## config.mk

```make
export PLATFORM = sky130hd
export DESIGN_NAME = div_issue_ctrl_flat
export DESIGN_NICKNAME = d
export VERILOG_FILES = /design/src/rtl/div_issue_ctrl_if.sv /design/src/rtl/div_issue_ctrl.sv /design/src/flat_wrapper.sv
export SDC_FILE = /design/constraint.sdc
export NUM_CORES = 1
export LEC_CHECK = 0
export CAP_MARGIN = 20
export CORE_ASPECT_RATIO = 0.75
export CORE_MARGIN = 8
export CORE_UTILIZATION = 50
export DETAILED_ROUTE_END_ITERATION = 8
export GPL_TIMING_DRIVEN = 0
export PLACE_DENSITY = 0.92
export RECOVER_POWER = 25
export SLEW_MARGIN = 5
export SYNTH_ARGS = -nofsm -noshare
export SYNTH_HDL_FRONTEND = slang
export SYNTH_SLANG_ARGS = --single-unit
```

## constraint.sdc

```tcl
create_clock -name clk -period 2.5 [get_ports clk]
set_input_delay 0.375 -clock clk [delete_from_list [all_inputs] [get_ports clk]]
set_output_delay 0.375 -clock clk [all_outputs]
set_load 0.03 [all_outputs]
```

## src/rtl/div_issue_ctrl_if.sv

```systemverilog
// ---------------------------------------------------------------------------
// div_issue_ctrl_if
// Bundles the handshake and data signals of div_issue_ctrl.
//   in_valid/in_ready/in_a/in_b      : operand pair handshake (into controller)
//   div_a/div_b                      : FIFO head presented to the divider
//   div_q/div_r                      : combinational divider result
//   out_valid/out_ready/out_q/out_r  : registered result handshake
//   out_dbz                          : result came from a zero divisor
//   done_count                       : retired results, wraps 255 -> 0
// master : the environment (producer, divider, consumer)
// slave  : the controller
// ---------------------------------------------------------------------------
interface div_issue_ctrl_if #(
  parameter int WIDTH = 4
);
  logic             in_valid;
  logic             in_ready;
  logic [WIDTH-1:0] in_a;
  logic [WIDTH-1:0] in_b;
  logic [WIDTH-1:0] div_a;
  logic [WIDTH-1:0] div_b;
  logic [WIDTH-1:0] div_q;
  logic [WIDTH-1:0] div_r;
  logic             out_valid;
  logic             out_ready;
  logic [WIDTH-1:0] out_q;
  logic [WIDTH-1:0] out_r;
  logic             out_dbz;
  logic [7:0]       done_count;

  modport master (
    output in_valid, in_a, in_b, div_q, div_r, out_ready,
    input  in_ready, div_a, div_b, out_valid, out_q, out_r, out_dbz, done_count
  );

  modport slave (
    input  in_valid, in_a, in_b, div_q, div_r, out_ready,
    output in_ready, div_a, div_b, out_valid, out_q, out_r, out_dbz, done_count
  );
endinterface

```

## src/rtl/div_issue_ctrl.sv

```systemverilog
// ---------------------------------------------------------------------------
// div_issue_ctrl
// Issue/retire controller for an external combinational array divider.
// Operand pairs are buffered in a DEPTH-entry FIFO; the head is driven to the
// divider and its quotient/remainder are captured into a registered result
// port. Divide-by-zero is detected here and produces q = all ones, r = a.
// Ports:
//   clk  : single clock, rising edge
//   rst  : asynchronous, active-high reset
//   bus  : div_issue_ctrl_if.slave (operand, divider and result handshakes)
// ---------------------------------------------------------------------------
module div_issue_ctrl #(
  parameter int WIDTH = 4,
  parameter int DEPTH = 2
) (
  input  logic              clk,
  input  logic              rst,
  div_issue_ctrl_if.slave   bus
);
  localparam int PW = (DEPTH > 1) ? $clog2(DEPTH) : 1;
  localparam int CW = $clog2(DEPTH + 1);

  logic [WIDTH-1:0] r_mem_a [DEPTH];
  logic [WIDTH-1:0] r_mem_b [DEPTH];
  logic [PW-1:0]    r_wptr;
  logic [PW-1:0]    r_rptr;
  logic [CW-1:0]    r_count;

  logic             r_out_valid;
  logic [WIDTH-1:0] r_out_q;
  logic [WIDTH-1:0] r_out_r;
  logic             r_out_dbz;
  logic [7:0]       r_done_count;

  logic             w_in_ready;
  logic             w_nonempty;
  logic             w_push;
  logic             w_retire;
  logic             w_consume;
  logic [WIDTH-1:0] w_head_a;
  logic [WIDTH-1:0] w_head_b;

  // in_ready looks only at registered occupancy so it never combinationally
  // depends on the consumer's out_ready.
  assign w_in_ready = !rst && (r_count < CW'(DEPTH));
  assign w_nonempty = (r_count != '0);
  assign w_push     = bus.in_valid && w_in_ready;
  assign w_retire   = w_nonempty && (!r_out_valid || bus.out_ready);
  assign w_consume  = r_out_valid && bus.out_ready;

  assign w_head_a   = w_nonempty ? r_mem_a[r_rptr] : '0;
  assign w_head_b   = w_nonempty ? r_mem_b[r_rptr] : '0;

  assign bus.in_ready   = w_in_ready;
  assign bus.div_a      = w_head_a;
  assign bus.div_b      = w_head_b;
  assign bus.out_valid  = r_out_valid;
  assign bus.out_q      = r_out_q;
  assign bus.out_r      = r_out_r;
  assign bus.out_dbz    = r_out_dbz;
  assign bus.done_count = r_done_count;

  // FIFO: pointers and storage
  always_ff @(posedge clk or posedge rst) begin
    if (rst) begin
      r_wptr  <= '0;
      r_rptr  <= '0;
      r_count <= '0;
      for (int i = 0; i < DEPTH; i++) begin
        r_mem_a[i] <= '0;
        r_mem_b[i] <= '0;
      end
    end else begin
      if (w_push) begin
        r_mem_a[r_wptr] <= bus.in_a;
        r_mem_b[r_wptr] <= bus.in_b;
        r_wptr          <= r_wptr + PW'(1);
      end
      if (w_retire) begin
        r_rptr <= r_rptr + PW'(1);
      end
      case ({w_push, w_retire})
        2'b10:   r_count <= r_count + CW'(1);
        2'b01:   r_count <= r_count - CW'(1);
        default: r_count <= r_count;
      endcase
    end
  end

  // Result register: a retire reloads it even while the previous result is
  // being consumed, so streaming has no bubble.
  always_ff @(posedge clk or posedge rst) begin
    if (rst) begin
      r_out_valid  <= 1'b0;
      r_out_q      <= '0;
      r_out_r      <= '0;
      r_out_dbz    <= 1'b0;
      r_done_count <= '0;
    end else begin
      if (w_consume) begin
        r_done_count <= r_done_count + 8'd1;
      end
      if (w_retire) begin
        r_out_valid <= 1'b1;
        if (w_head_b == '0) begin
          // Divider output is meaningless for b == 0; substitute the
          // conventional all-ones quotient and pass the dividend through.
          r_out_q   <= '1;
          r_out_r   <= w_head_a;
          r_out_dbz <= 1'b1;
        end else begin
          r_out_q   <= bus.div_q;
          r_out_r   <= bus.div_r;
          r_out_dbz <= 1'b0;
        end
      end else if (w_consume) begin
        r_out_valid <= 1'b0;
      end
    end
  end
endmodule

```

## src/flat_wrapper.sv

```systemverilog
// flat-port wrapper written by rule: the top's interface ports become plain ports
module div_issue_ctrl_flat 
#(
  parameter int WIDTH = 4,
  parameter int DEPTH = 2
)
  (clk, rst, bus_in_valid, bus_in_a, bus_in_b, bus_div_q, bus_div_r, bus_out_ready, bus_in_ready, bus_div_a, bus_div_b, bus_out_valid, bus_out_q, bus_out_r, bus_out_dbz, bus_done_count);
  div_issue_ctrl_if #(.WIDTH(WIDTH)) bus_i ();
  input  logic clk;
  input  logic rst;
  input wire logic [$bits(bus_i.in_valid)-1:0] bus_in_valid;
  input wire logic [$bits(bus_i.in_a)-1:0] bus_in_a;
  input wire logic [$bits(bus_i.in_b)-1:0] bus_in_b;
  input wire logic [$bits(bus_i.div_q)-1:0] bus_div_q;
  input wire logic [$bits(bus_i.div_r)-1:0] bus_div_r;
  input wire logic [$bits(bus_i.out_ready)-1:0] bus_out_ready;
  output wire logic [$bits(bus_i.in_ready)-1:0] bus_in_ready;
  output wire logic [$bits(bus_i.div_a)-1:0] bus_div_a;
  output wire logic [$bits(bus_i.div_b)-1:0] bus_div_b;
  output wire logic [$bits(bus_i.out_valid)-1:0] bus_out_valid;
  output wire logic [$bits(bus_i.out_q)-1:0] bus_out_q;
  output wire logic [$bits(bus_i.out_r)-1:0] bus_out_r;
  output wire logic [$bits(bus_i.out_dbz)-1:0] bus_out_dbz;
  output wire logic [$bits(bus_i.done_count)-1:0] bus_done_count;
  assign bus_i.in_valid = bus_in_valid;
  assign bus_i.in_a = bus_in_a;
  assign bus_i.in_b = bus_in_b;
  assign bus_i.div_q = bus_div_q;
  assign bus_i.div_r = bus_div_r;
  assign bus_i.out_ready = bus_out_ready;
  assign bus_in_ready = bus_i.in_ready;
  assign bus_div_a = bus_i.div_a;
  assign bus_div_b = bus_i.div_b;
  assign bus_out_valid = bus_i.out_valid;
  assign bus_out_q = bus_i.out_q;
  assign bus_out_r = bus_i.out_r;
  assign bus_out_dbz = bus_i.out_dbz;
  assign bus_done_count = bus_i.done_count;
  div_issue_ctrl #(.WIDTH(WIDTH), .DEPTH(DEPTH)) u_core (.clk(clk), .rst(rst), .bus(bus_i));
endmodule
```

==> impl_metrics.py <==
metrics = {
    "grt": {
        "grt_max_degree": 26,
        "grt_pass1_wl_um": 6640,
        "overflow": 0,
        "grt_antenna_before_repair": 0,
        "track_usage": 0.153,
        "grt_pass1_vias": 1327,
    },
    "sta": {
        "finalSetupViolCount": 0,
        "tns_ns": 0,
        "setup_slack_ns": 0.188,
        "tightest_slew_ns": 1.14,
        "post-route-period-util": 0.925,
        "whs_ns": 0.485,
        "max_freq_ghz": 0.433,
        "skew_ns": 0.0118,
        "rsz0062_at_grt": "false",
        "slew_viol_final": 0,
        "layout_min_cycle_time_ns": 2.31,
        "hold_viol": 0,
        "relSlewSlack": 0.242,
    },
    "power": {
        "fin_total_pwr_mw": 3.45,
        "p_sw_frac": 0.433,
        "power_leakage_nw": 1.01,
        "seqPwrFrac": 0.326,
        "p_per_area_nw_per_um2": 1520,
        "pwr-share-clk": 0.114,
        "p_sw_mw": 1.50,
        "intPower_mw": 1.96,
        "comb_power_share": 0.560,
        "ir_worst_vdd_mv": 1.09,
    },
    "synth": {
        "synth_edf_count": 0,
        "synth-async-reset-ratio": 1.00,
        "synth_cells": 142,
        "ys_seq_elements": 38,
        "synth_area_leader_cell": "dfrtp_1",
        "yosysWarnings": 0,
        "synth_common_cells": "dfrtp_1, nor2_1, mux2_2",
        "yosysMostFrequentCell": "dfrtp_1",
        "syn_avg_cell_area_um2": 11.8,
        "synthTopCellsByArea": "dfrtp_1, mux2_2, nor2_1, mux2i_1, xnor2_1",
        "synthFlopType": "dfrtp_1",
        "postSynthNetCount": 164,
        "yosys.area.top_type_share": 0.568,
        "syn-cell-area_um2": 1670,
        "synth.distinct_cells": 23,
        "seq_area_frac_synth": 0.568,
    },
    "route": {
        "first_pass_iters": 4,
        "wl_per_cell_um": 16.9,
        "vias": 1244,
        "post-route-drc-count": 0,
        "drt_iter0_drc": 66,
        "vias_per_cell": 5.27,
        "postRouteWirelength_um": 3990,
        "final_antenna_net_count": 0,
    },
    "critical_path": {
        "required_ns": 2.12,
        "cp.arrival_ns": 1.94,
        "critPathKind": "reg -> out",
        "start_kind": "flop",
        "cp_top_family": "buffers and inverters",
        "cp-end-kind": "primary output",
        "path_max_fanout": 10,
        "crit_path_cell_trace": "nor2_1, clkbuf_2, nor2_1, clkdlybuf4s50_1",
        "cp_num_buf_inv": 2,
        "path_common_cell": "nor2_1",
        "slowest_delay_ns": 0.60,
        "crit_path_top_delay_cell": "clkdlybuf4s50_1",
    },
    "place": {
        "placement.io_buffers": 46,
        "gp_congestion": 0.786,
        "place_area_um2": 2210,
        "dp_slack_ns": 0.169,
        "dp_hpwl_um": 3000,
    },
    "layout": {
        "areaGrowthSynthToFinish_pct": 36.0,
        "final_cell_area_um2": 2280,
        "fin_nets": 218,
        "insertedDiodeCount": 0,
        "multiInputGateArea_um2": 673,
        "fill_cells": 238,
        "drive_gt1_frac": 0.163,
        "seq_area_um2": 951,
    },
    "clock_tree": {
        "cts_root_buffer": "clkbuf_8",
        "cts_tree": "yes",
        "cts_setup_buffers": 0,
        "cts.sinks": 38,
        "cts_buffers": 5,
        "clock_path_buffers": 2,
        "clk_pin_slew_ns": 0.07,
        "h-tree-depth": 2,
        "worstSkewPairLatency_ns": 0.30,
    },
    "floorplanning": {
        "die-area_um2": 5470,
        "fp.dieH_um": 66.1,
        "ios": 47,
        "start_util": 0.516,
        "rows": 18,
        "core-area_um2": 3240,
        "die_x_um": 82.8,
    },
    "run_status": {
        "outcome": "complete, no violations",
    },
    "hold_path": {
        "hold_class": "reg -> reg",
    },
    "run": {
        "drv_cap": 0,
    },
}
## placed cells by master, fill, tap and decap left out
cell | synthesis | layout
buf_2 | 1 | 1
ha_1 | 2 | 2
clkbuf_2 | 0 | 1
xnor2_1 | 8 | 8
dlygate4sd3_1 | 0 | 2
clkinv_2 | 0 | 2
mux2_2 | 17 | 17
a41o_1 | 1 | 1
mux2_4 | 1 | 1
clkbuf_8 | 0 | 5
xor2_1 | 4 | 4
inv_1 | 3 | 3
a21oi_2 | 1 | 1
buf_6 | 2 | 2
nand2_1 | 11 | 11
a21oi_1 | 4 | 4
dfrtp_1 | 38 | 38
buf_4 | 1 | 1
mux2i_1 | 8 | 8
and3_1 | 2 | 2
a31oi_1 | 4 | 4
nor2_1 | 25 | 25
a41oi_1 | 1 | 1
dlymetal6s4s_1 | 0 | 1
clkdlybuf4s50_1 | 0 | 44
nor2_2 | 1 | 1
nand3_1 | 5 | 5
o21ai_0 | 1 | 1
## worst paths after layout
| path | from | endpoint | slack [ns] | depth (start not counted) |
|---|---|---|---|---|
| max | u_core.r_count[0] | bus_div_a[2] | 0.19 | 4 |
| min | u_core.bus.done_count[7] | u_core.bus.done_count[7] | 0.49 | 1 |
| max reg2reg | u_core.r_count[1] | u_core.r_count[1] | 0.66 | 6 |
| min reg2reg | u_core.bus.done_count[7] | u_core.bus.done_count[7] | 0.49 | 1 |
| max in group asynchronous | rst | u_core.r_count[0] | 0.38 | 3 |
| min in group asynchronous | rst | u_core.bus.done_count[2] | 0.58 | 2 |
## registers in the layout (all words and copies together), names as in the netlist
signal / flops
u_core.r_rptr: 1
u_core.bus.done_count: 8
u_core.bus.out_q: 4
u_core.r_mem_a: 8
u_core.bus.out_valid: 1
u_core.bus.out_dbz: 1
u_core.bus.out_r: 4
u_core.r_count: 2
u_core.r_mem_b: 8
u_core.r_wptr: 1
## per-layer routing
| metal | share of wire | vias to the layer above | global-route usage | wire length, um |
|---|---|---|---|---|
| met2 | 0.50 | 43 | 0.251 | 1990 |
| li1 | - | 585 | - | - |
| met1 | 0.42 | 608 | 0.168 | 1660 |
| met5 | 0 | - | 0 | 0 |
| met4 | 0.021 | 0 | 0.0786 | 84 |
| met3 | 0.065 | 8 | 0.0640 | 259 |
## cell type report
class | count | area share
sequential | 38 | 0.418
multi-input combinational | 96 | 0.296
timing repair buffer | 47 | 0.208
clock buffer | 5 | 0.0302
tap | 40 | 0.0220
buffer | 5 | 0.0176
inverter | 3 | 0.00495
clock inverter | 2 | 0.00440
## power groups by stage
stage                     Clock [mW]  Combinational (mW)  Sequential, mW
final                          0.394                1.93            1.13
after global routing           0.435                2.07            1.16
after CTS                      0.405                1.95            1.12
after detailed placement           0                1.94            1.13
after global placement             0                1.89            1.10
after floorplan                    0                1.01            1.33
## worst register-to-register path, stage by stage, from the launching register on
cell	delay (ns)
dfrtp_1	0.39
nor2_1	0.10
a21oi_2	0.42
buf_4	0.28
ha_1	0.27
nor2_1	0.14
xor2_1	0.16
## through the flow
stage / instances / util
global placement: 228 / 0.674
global route: 236 / 0.702
CTS: 236 / 0.706
detailed placement: 229 / 0.682
floorplan: 142 / -
finish: 236 / 0.702
## logic make-up (layout without fill, tap and decap cells)
| family | count (synthesis) | in the layout | share of synthesized area |
|---|---|---|---|
| buf+inv | 8 | 62 | 0.0299 |
| mux | 26 | 26 | 0.171 |
| simple gates | 44 | 44 | 0.107 |
| compound gates | 12 | 12 | 0.0463 |
| fa+ha+maj | 2 | 2 | 0.0149 |
| flops | 38 | 38 | 0.568 |
| xor+xnor | 12 | 12 | 0.0628 |
## timing repair
action / in CTS / in global routing
hold buffers: 0 / 0
setup endpoints to repair: 0 / 8
gates resized for setup: 0 / 2
No activity file was read; power rests on OpenSTA's default activity.
